===== config.mk =====
export PLATFORM = sky130hd
export DESIGN_NAME = axis_frame_monitor
export DESIGN_NICKNAME = d
export VERILOG_FILES = /design/src/rtl/axis_sim_pkg.sv /design/src/rtl/axis_lfsr.sv /design/src/rtl/axis_frame_monitor.sv
export SDC_FILE = /design/constraint.sdc
export NUM_CORES = 1
export LEC_CHECK = 0
export CAP_MARGIN = 5
export CORE_UTILIZATION = 40
export DETAILED_ROUTE_END_ITERATION = 7
export PLACE_DENSITY = 0.6
export SLEW_MARGIN = 20
export SYNTH_ARGS = -nofsm -noshare
export SYNTH_HDL_FRONTEND = slang
export SYNTH_SLANG_ARGS = --single-unit

===== constraint.sdc =====
create_clock -name s_axis_aclk -period 12.2 [get_ports s_axis_aclk]
set_input_delay 1.22 -clock s_axis_aclk [delete_from_list [all_inputs] [get_ports s_axis_aclk]]
set_output_delay 1.22 -clock s_axis_aclk [all_outputs]
set_load 0.01 [all_outputs]

===== src/rtl/axis_sim_pkg.sv =====
// axis_sim_pkg -- shared constants and types for the AXI-Stream frame monitor.
// Holds the backpressure LFSR geometry (width and tap mask) and the
// frame-tracking FSM state encoding so the monitor and its LFSR agree.
package axis_sim_pkg;

    // Backpressure generator register width.
    localparam int LFSR_WIDTH = 16;

    // Fibonacci taps 16,14,13,11 expressed as a mask over state bits [15:0].
    localparam logic [LFSR_WIDTH-1:0] LFSR_TAPS = 16'hB400;

    // Frame tracking: IDLE means no beat of the current frame accepted yet.
    typedef enum logic {
        ST_IDLE     = 1'b0,
        ST_IN_FRAME = 1'b1
    } frame_state_t;

endpackage


===== src/rtl/axis_lfsr.sv =====
// axis_lfsr -- free-running Fibonacci LFSR used as a pseudo-random
// backpressure source. Shifts left every cycle, feeding the parity of the
// tapped bits into bit 0; q is bit 0 of the state. Reset is synchronous,
// active-high, and reloads SEED (which must be nonzero).
module axis_lfsr
    import axis_sim_pkg::*;
#(
    parameter int               WIDTH = LFSR_WIDTH,
    parameter logic [WIDTH-1:0] SEED  = WIDTH'(16'hACE1)
) (
    input  logic clk,
    input  logic reset,
    output logic q
);

    logic [WIDTH-1:0] r_state;
    logic             w_feedback;

    assign w_feedback = ^(r_state & WIDTH'(LFSR_TAPS));

    // Advance the shift register every cycle; reload the seed on reset.
    // NOTE: state registers use non-blocking assignment so every flop samples pre-edge values.
    always_ff @(posedge clk) begin
        if (reset) begin
            r_state <= SEED;
        end else begin
            r_state <= {r_state[WIDTH-2:0], w_feedback};
        end
    end

    assign q = r_state[0];

endmodule


===== src/rtl/axis_frame_monitor.sv =====
// axis_frame_monitor -- AXI-Stream sink that measures frames and checks data.
// Accepts beats with a registered tready (constant 1, or LFSR-driven when
// cfg_bp_en is set), counts beats and bytes per frame with saturation,
// reports each completed frame one cycle after its tlast beat, optionally
// checks the expected frame length and an incrementing-data pattern.
// Optional trace: define AXIS_FRAME_MONITOR_DISPLAY_EN to $display frame
// lengths and data-check mismatches (simulation only; ports unaffected).
module axis_frame_monitor
    import axis_sim_pkg::*;
#(
    parameter int                    DATA_WIDTH = 64,
    parameter int                    CNT_WIDTH  = 32,
    parameter logic [LFSR_WIDTH-1:0] LFSR_SEED  = 16'hACE1
) (
    input  logic                    s_axis_aclk,
    input  logic                    s_axis_areset,
    input  logic                    s_axis_tvalid,
    input  logic [DATA_WIDTH-1:0]   s_axis_tdata,
    input  logic [DATA_WIDTH/8-1:0] s_axis_tstrb,
    input  logic                    s_axis_tlast,
    output logic                    s_axis_tready,
    input  logic                    cfg_bp_en,
    input  logic                    cfg_chk_en,
    input  logic [CNT_WIDTH-1:0]    cfg_exp_len,
    output logic                    frame_done,
    output logic [CNT_WIDTH-1:0]    last_beats,
    output logic [CNT_WIDTH-1:0]    last_bytes,
    output logic [CNT_WIDTH-1:0]    frame_cnt,
    output logic [CNT_WIDTH-1:0]    len_err_cnt,
    output logic [CNT_WIDTH-1:0]    data_err_cnt
);

    localparam int STRB_WIDTH = DATA_WIDTH / 8;
    localparam int POP_WIDTH  = $clog2(STRB_WIDTH + 1);
    // One spare bit above the wider operand so a saturating add can see overflow.
    localparam int SUM_WIDTH  = ((CNT_WIDTH > POP_WIDTH) ? CNT_WIDTH : POP_WIDTH) + 1;
    localparam logic [CNT_WIDTH-1:0] CNT_MAX = '1;

    // Handshake and backpressure
    logic                  r_tready;
    logic                  w_lfsr_q;
    logic                  w_beat;

    // Frame FSM
    frame_state_t          r_state;
    frame_state_t          w_state_next;
    logic                  w_first_beat;

    // Per-frame accumulation
    logic [POP_WIDTH-1:0]  w_strb_pop;
    logic [SUM_WIDTH-1:0]  w_beat_sum;
    logic [SUM_WIDTH-1:0]  w_byte_sum;
    logic [CNT_WIDTH-1:0]  w_beat_total;
    logic [CNT_WIDTH-1:0]  w_byte_total;
    logic [CNT_WIDTH-1:0]  r_beat_acc;
    logic [CNT_WIDTH-1:0]  r_byte_acc;

    // Data and length checks
    logic [DATA_WIDTH-1:0] r_prev_data;
    logic [DATA_WIDTH-1:0] w_exp_data;
    logic                  w_data_err;
    logic                  w_len_err;
    logic                  w_frame_end;

    // Reported statistics
    logic                  r_frame_done;
    logic [CNT_WIDTH-1:0]  r_last_beats;
    logic [CNT_WIDTH-1:0]  r_last_bytes;
    logic [CNT_WIDTH-1:0]  r_frame_cnt;
    logic [CNT_WIDTH-1:0]  r_len_err_cnt;
    logic [CNT_WIDTH-1:0]  r_data_err_cnt;

    // ------------------------------------------------------------------
    // Backpressure source
    // ------------------------------------------------------------------
    axis_lfsr #(
        .WIDTH (LFSR_WIDTH),
        .SEED  (LFSR_SEED)
    ) u_lfsr (
        .clk   (s_axis_aclk),
        .reset (s_axis_areset),
        .q     (w_lfsr_q)
    );

    // Registered ready: low through reset and the cycle after, then always-on or LFSR bit 0.
    always_ff @(posedge s_axis_aclk) begin
        if (s_axis_areset) begin
            r_tready <= 1'b0;
        end else begin
            r_tready <= cfg_bp_en ? w_lfsr_q : 1'b1;
        end
    end

    assign w_beat      = s_axis_tvalid & r_tready;
    assign w_frame_end = w_beat & s_axis_tlast;

    // ------------------------------------------------------------------
    // Frame FSM
    // ------------------------------------------------------------------

    // Frame state register; a reset mid-frame drops the partial frame.
    always_ff @(posedge s_axis_aclk) begin
        if (s_axis_areset) begin
            r_state <= ST_IDLE;
        end else begin
            r_state <= w_state_next;
        end
    end

    // Next state only moves on accepted beats; stalls leave it untouched.
    // NOTE: every output of a combinational block gets a default first, so no path can infer a latch.
    always_comb begin
        w_state_next = r_state;
        w_first_beat = 1'b0;
        if (r_state == ST_IDLE) begin
            w_first_beat = 1'b1;
        end
        if (w_beat) begin
            w_state_next = s_axis_tlast ? ST_IDLE : ST_IN_FRAME;
        end
    end

    // ------------------------------------------------------------------
    // Per-frame beat/byte totals including the current beat
    // ------------------------------------------------------------------
    assign w_strb_pop = POP_WIDTH'($countones(s_axis_tstrb));

    // Saturating running totals; the first beat of a frame restarts from zero.
    always_comb begin
        w_beat_sum   = '0;
        w_byte_sum   = '0;
        w_beat_total = '0;
        w_byte_total = '0;
        if (w_first_beat) begin
            w_beat_sum = SUM_WIDTH'(1);
            w_byte_sum = SUM_WIDTH'(w_strb_pop);
        end else begin
            w_beat_sum = SUM_WIDTH'(r_beat_acc) + SUM_WIDTH'(1);
            w_byte_sum = SUM_WIDTH'(r_byte_acc) + SUM_WIDTH'(w_strb_pop);
        end
        w_beat_total = (w_beat_sum > SUM_WIDTH'(CNT_MAX)) ? CNT_MAX : w_beat_sum[CNT_WIDTH-1:0];
        w_byte_total = (w_byte_sum > SUM_WIDTH'(CNT_MAX)) ? CNT_MAX : w_byte_sum[CNT_WIDTH-1:0];
    end

    // ------------------------------------------------------------------
    // Checks
    // ------------------------------------------------------------------
    assign w_exp_data = r_prev_data + DATA_WIDTH'(1);

    // The first beat of a frame seeds the reference and is never an error.
    assign w_data_err = w_beat & cfg_chk_en & ~w_first_beat & (s_axis_tdata != w_exp_data);

    // Length is judged against cfg_exp_len as seen on the tlast beat.
    assign w_len_err  = w_frame_end & (cfg_exp_len != '0) & (w_beat_total != cfg_exp_len);

    // Reference word for the data check follows received data, not the expected sequence.
    // NOTE: pure datapath register without reset; it is only read after a beat of the current frame wrote it.
    always_ff @(posedge s_axis_aclk) begin
        if (w_beat) begin
            r_prev_data <= s_axis_tdata;
        end
    end

    // ------------------------------------------------------------------
    // Statistics
    // ------------------------------------------------------------------

    // Accumulate per-frame totals and publish them, with error counts, one cycle after tlast.
    always_ff @(posedge s_axis_aclk) begin
        if (s_axis_areset) begin
            r_beat_acc     <= '0;
            r_byte_acc     <= '0;
            r_frame_done   <= 1'b0;
            r_last_beats   <= '0;
            r_last_bytes   <= '0;
            r_frame_cnt    <= '0;
            r_len_err_cnt  <= '0;
            r_data_err_cnt <= '0;
        end else begin
            r_frame_done <= w_frame_end;
            if (w_beat) begin
                r_beat_acc <= w_beat_total;
                r_byte_acc <= w_byte_total;
            end
            if (w_frame_end) begin
                r_last_beats <= w_beat_total;
                r_last_bytes <= w_byte_total;
                r_frame_cnt  <= r_frame_cnt + CNT_WIDTH'(1);
            end
            if (w_len_err && (r_len_err_cnt != CNT_MAX)) begin
                r_len_err_cnt <= r_len_err_cnt + CNT_WIDTH'(1);
            end
            if (w_data_err && (r_data_err_cnt != CNT_MAX)) begin
                r_data_err_cnt <= r_data_err_cnt + CNT_WIDTH'(1);
            end
        end
    end

    assign s_axis_tready = r_tready;
    assign frame_done    = r_frame_done;
    assign last_beats    = r_last_beats;
    assign last_bytes    = r_last_bytes;
    assign frame_cnt     = r_frame_cnt;
    assign len_err_cnt   = r_len_err_cnt;
    assign data_err_cnt  = r_data_err_cnt;

`ifdef AXIS_FRAME_MONITOR_DISPLAY_EN
    // Simulation trace of each reported frame and each data-check mismatch.
    always_ff @(posedge s_axis_aclk) begin
        if (r_frame_done) begin
            $display("frame length,%0d,%0d", r_last_beats, r_last_bytes);
        end
        if (w_data_err && !s_axis_areset) begin
            $display("data error,%0d,%0d", w_exp_data, s_axis_tdata);
        end
    end
`else
    // Trace disabled: synthesisable build with no simulation output.
`endif

endmodule


==> results by stage <==
Global route:
- The initial antenna violation count came to 0.
- Global routing used 23.8% of the available tracks across all layers.
- The maximum number of pins on one net before global-route repair is 107.
- The via count of the first global-routing pass is 14859.
- Summed over all layers, the global routing overflow is 0.
- The first-pass GRT wire length is 83100 µm.

Timing:
- The worst path in the final design needs a cycle of 6.67 ns, including I/O delays and setup.
- Setup violations remaining at the end of the flow were counted as 0.
- Setup repair after global routing left no endpoint under its margin.
- Clock skew on the completed layout was measured at 0.0123 ns.
- The count of final hold-check violations was 0.
- The worst path meets setup with 5.53 ns of slack.
- Of the available clock period, the critical path in the final layout requires 54.7%.
- In the final timing run, aggregate negative setup slack is 0 ns.
- Measured against its own limit, the worst slew margin works out to 32.8%.
- The number of pins with negative max-slew slack in the final report came to 0.
- For this run, the top clock speed supported by timing is 150 MHz.
- The measured slew at the worst slew-check pin is 1.00 ns.

Pwr:
- VDD sags by at most 0.0000808 V.
- The clock share of power is 46.4%.
- The net switching fraction of the power is 25.5%.
- The cell area power density is 123 mW/mm².
- For this design the static power due to leakage is 7.07 nW.
- Cell internal power was estimated by the tool at 0.00196 W.
- The analysis attributes to net switching a power of 0.000670 W.
- Of the total power, combinational logic draws 11.1%.
- In this run, flip-flops and latches consume 42.5% of the power.

Yosys:
- For this run, the number of Yosys warnings is 0.
- The sequential fraction of the synthesis area is 39.8%.
- Summed over its instances, the top area cell type makes up 28.5% of the synthesized netlist area.
- In the synthesized netlist, the cells that appear most often are sky130_fd_sc_hd__nor2_1, sky130_fd_sc_hd__dfxtp_1, sky130_fd_sc_hd__nand2_1.
- After synthesis, the share of flip-flops with an asynchronous set or reset is 0%.
- The cell count after synthesis came out at 1981.
- The net count of the mapped netlist is 2108.
- Counting flops and latches in the post-synthesis netlist gives 307.
- Summed over all instances, the cell type with the most area after synthesis is sky130_fd_sc_hd__dfxtp_1.
- Among all flip-flop cells after synthesis, the most frequent one is sky130_fd_sc_hd__dfxtp_1.
- The post-synthesis cell area is 0.0170 mm².
- Yosys attributes the largest share of cell area to sky130_fd_sc_hd__dfxtp_1, sky130_fd_sc_hd__edfxtp_1, sky130_fd_sc_hd__nor2_1.
- The most frequent cell after synthesis is sky130_fd_sc_hd__nor2_1.
- The number of enable flip-flop cells after synthesis is 64.
- The count of cell types in the netlist is 84.
- The synthesized area per cell is 8.60 µm².

Setup path:
- The capturing point of the worst reg2reg path is len_err_cnt[20]$_SDFFE_PP0P_.
- The category of the worst setup path launch point is an input port.
- The endpoint type of the worst setup path is a flip-flop.
- The number of cells on the worst reg-to-reg path is 13.
- At the worst endpoint, the arrival time is 7.12 ns.
- The biggest fanout along the worst timing path is 17.
- The critical path is of the input port to flip-flop type.
- The reg-to-reg startpoint is r_beat_acc[0]$_SDFFE_PP0P_.
- The reg-to-reg setup timing slack is 7.24 ns.
- STA puts the critical path data required time at 12.65 ns.

Floorplanning:
- For this design the top-level I/O count stands at 272.
- The floorplan step set the die height to 208 µm.
- The number of placement rows is 75.
- The chip width is 208 µm.
- The starting density of the core is 40.6%.
- The floorplan step defined a core boundary enclosing 0.0419 mm².
- The floorplan step defined a die boundary enclosing 0.0434 mm².

Min path:
- The path class of the tightest hold or removal check is flip-flop to flip-flop.
- For hold timing, the worst endpoint is u_lfsr.r_state[10]$_SDFF_PP1_.
- Counting instances, the worst hold path has a depth of 1.
- In this run the most critical hold path is launched from u_lfsr.r_state[9]$_SDFF_PP0_.

Status:
- The run finished with clean final reports.

Final layout:
- At the end of the flow, the number of nets in the layout was 2311.
- The proportion of layout cells with a drive suffix above 1 is 5.87%.
- 0 antenna diodes ended up in the layout.
- From synthesis to final layout, the design area changed by 25.4%.

Clock tree:
- The clock sink total is 307.
- The CTS tree is built.
- Post-CTS timing repair inserted 0 buffers for setup.
- The count of instances resized after the clock tree is built is 0.
- Clock latency on the worst-skew pair, taken at its later pin, is 0.56 ns.
- The root buffer cell is sky130_fd_sc_hd__clkbuf_16.
- The CTS clock-pin slew for the worst setup and hold paths is 0.06 ns.
- Counting the buffers created by CTS gives 39.
- The clock passes through at most 3 buffers.
- The number of H-tree levels is 2.
- The number of buffers added to fix hold violations after cts is 0.

Route:
- The starting DRC count in detailed routing is 910.
- Dividing the detail-routed via count by the number of cells gives 5.73.
- In the routed design, unresolved DRC markers number 0.
- The number of nets with antenna violations after detailed routing is 0.
- Dividing the detail-routed wire length by the instance count gives 19.1 µm.
- The pre-antenna-repair detailed-routing pass consisted of 5 iterations.
- The final layout contains routed wiring with a total length of 52500 µm.
- Across all layers, the routed design uses 15782 vias.

Placed design:
- The worst slack at placement is 4.96 ns.
- Buffers placed on the I/O ports in this run total 271.
- The routability-driven placement congestion ratio is 0.914.
- The detailed-placement wirelength estimate is 37000 µm.

Flow run:
- The number of max-cap violations is 0.
==> critical path, stage by stage <==
cell and delay, ns:
sky130_fd_sc_hd__clkdlybuf4s50_1 0.46, sky130_fd_sc_hd__inv_1 0.05, sky130_fd_sc_hd__fa_1 0.56, sky130_fd_sc_hd__fa_1 0.43, sky130_fd_sc_hd__fa_1 0.44, sky130_fd_sc_hd__inv_1 0.07
sky130_fd_sc_hd__ha_1 0.16, sky130_fd_sc_hd__inv_1 0.06, sky130_fd_sc_hd__fa_1 0.38, sky130_fd_sc_hd__xnor2_1 0.15, sky130_fd_sc_hd__ha_1 0.33, sky130_fd_sc_hd__a21o_1 0.14
sky130_fd_sc_hd__a21oi_1 0.14, sky130_fd_sc_hd__nor2b_1 0.39, sky130_fd_sc_hd__nand3_1 0.20, sky130_fd_sc_hd__nor3_1 0.28, sky130_fd_sc_hd__nand4_1 0.30, sky130_fd_sc_hd__nor3_2 0.60
sky130_fd_sc_hd__buf_4 0.36, sky130_fd_sc_hd__a211oi_1 0.10, sky130_fd_sc_hd__a211oi_1 0.30
==> worst max-delay path by stage <==
stage	start	slack [ns]	cells after the start	endpoint
3_5_place_dp	s_axis_tstrb[0]	4.96	21	r_byte_acc[20]$_SDFFE_PP0P_
4_1_cts	s_axis_tstrb[0]	5.55	21	r_byte_acc[20]$_SDFFE_PP0P_
3_3_place_gp	s_axis_tstrb[0]	5.18	21	r_byte_acc[2]$_SDFFE_PP0P_
2_1_floorplan	s_axis_tstrb[0]	6.22	20	last_bytes[2]$_SDFFE_PP0P_
5_1_grt	s_axis_tstrb[0]	5.06	21	r_byte_acc[20]$_SDFFE_PP0P_
6_report	s_axis_tstrb[0]	5.53	21	last_bytes[3]$_SDFFE_PP0P_
==> power groups by stage <==
stage,Combinational (W),Clock [W],Sequential [W]
3_5_place_dp,0.000290,0,0.00114
2_1_floorplan,0.000175,0,0.00113
6_report,0.000291,0.00122,0.00112
4_1_cts,0.000292,0.00125,0.00112
5_1_grt,0.000320,0.00129,0.00112
3_3_place_gp,0.000284,0,0.00114
==> layer usage <==
| layer | part of all wire, % | track usage, % |
|---|---|---|
| met1 | 45 | 32.4 |
| met2 | 46 | 38.0 |
| met3 | 6.3 | 4.17 |
| met4 | 2.5 | 8.22 |
| met5 | 0 | 0 |
==> registers in the layout, indices dropped and copies added (netlist names) <==
name	flops
last_bytes	32
u_lfsr.r_state	16
s_axis_tready	1
r_beat_acc	32
last_beats	32
r_state	1
r_byte_acc	32
r_prev_data	64
frame_cnt	32
data_err_cnt	32
frame_done	1
len_err_cnt	32
==> metrics by stage <==
step	std cells	total power (W)	instance area, µm²	hold WS, ns	util [%]
after global routing	2753	0.00273	21400	0.411	51.0
after CTS	2753	0.00266	21400	0.408	50.9
after global placement	2682	0.00142	20000	0.393	47.7
final	2753	0.00263	21400	0.407	51.0
after detailed placement	2682	0.00143	20000	0.394	47.7
after floorplan	1981	0.00130	17000	0.389	-
==> cell usage in the layout, fill, tap and decap left out, types with 15 or more instances in the layout <==
master	n
sky130_fd_sc_hd__edfxtp_1	64
sky130_fd_sc_hd__clkbuf_16	41
sky130_fd_sc_hd__and3_1	35
sky130_fd_sc_hd__or3_1	17
sky130_fd_sc_hd__or4_1	49
sky130_fd_sc_hd__dfxtp_1	242
sky130_fd_sc_hd__and4_1	19
sky130_fd_sc_hd__nor2_1	245
sky130_fd_sc_hd__o31ai_1	39
sky130_fd_sc_hd__xor2_1	74
sky130_fd_sc_hd__nor2b_1	31
sky130_fd_sc_hd__nand3_1	86
sky130_fd_sc_hd__xnor2_1	91
sky130_fd_sc_hd__a21oi_1	106
sky130_fd_sc_hd__nor3_1	55
sky130_fd_sc_hd__a211oi_1	115
sky130_fd_sc_hd__nand2_1	144
sky130_fd_sc_hd__nor4_1	44
sky130_fd_sc_hd__nand4_1	66
sky130_fd_sc_hd__mux2_1	22
sky130_fd_sc_hd__a31oi_1	15
sky130_fd_sc_hd__or2_2	19
sky130_fd_sc_hd__o21ai_0	41
sky130_fd_sc_hd__inv_1	40
sky130_fd_sc_hd__clkdlybuf4s50_1	270
==> layout make-up <==
class                      count  area [µm²]
fill                        3941       20600
multi-input combinational   1510        9580
sequential                   307        6790
timing repair buffer         284        2810
clock buffer                  52        1110
tap                          539         674
clock inverter                19         245
inverter                      42         163
==> cells by family (layout without fill, tap and decap cells) <==
group | count (synthesis) | after routing | synth area share, %
AOI/OAI and AO/OA | 399 | 399 | 15.8
and+or+nand+nor | 889 | 889 | 27.7
buffers and inverters | 164 | 397 | 4.12
adders and majority gates | 17 | 17 | 1.47
DFF | 307 | 307 | 39.8
xor gates and xnor gates | 166 | 166 | 8.62
muxes | 39 | 39 | 2.51
(Power assumes the default switching activity.)
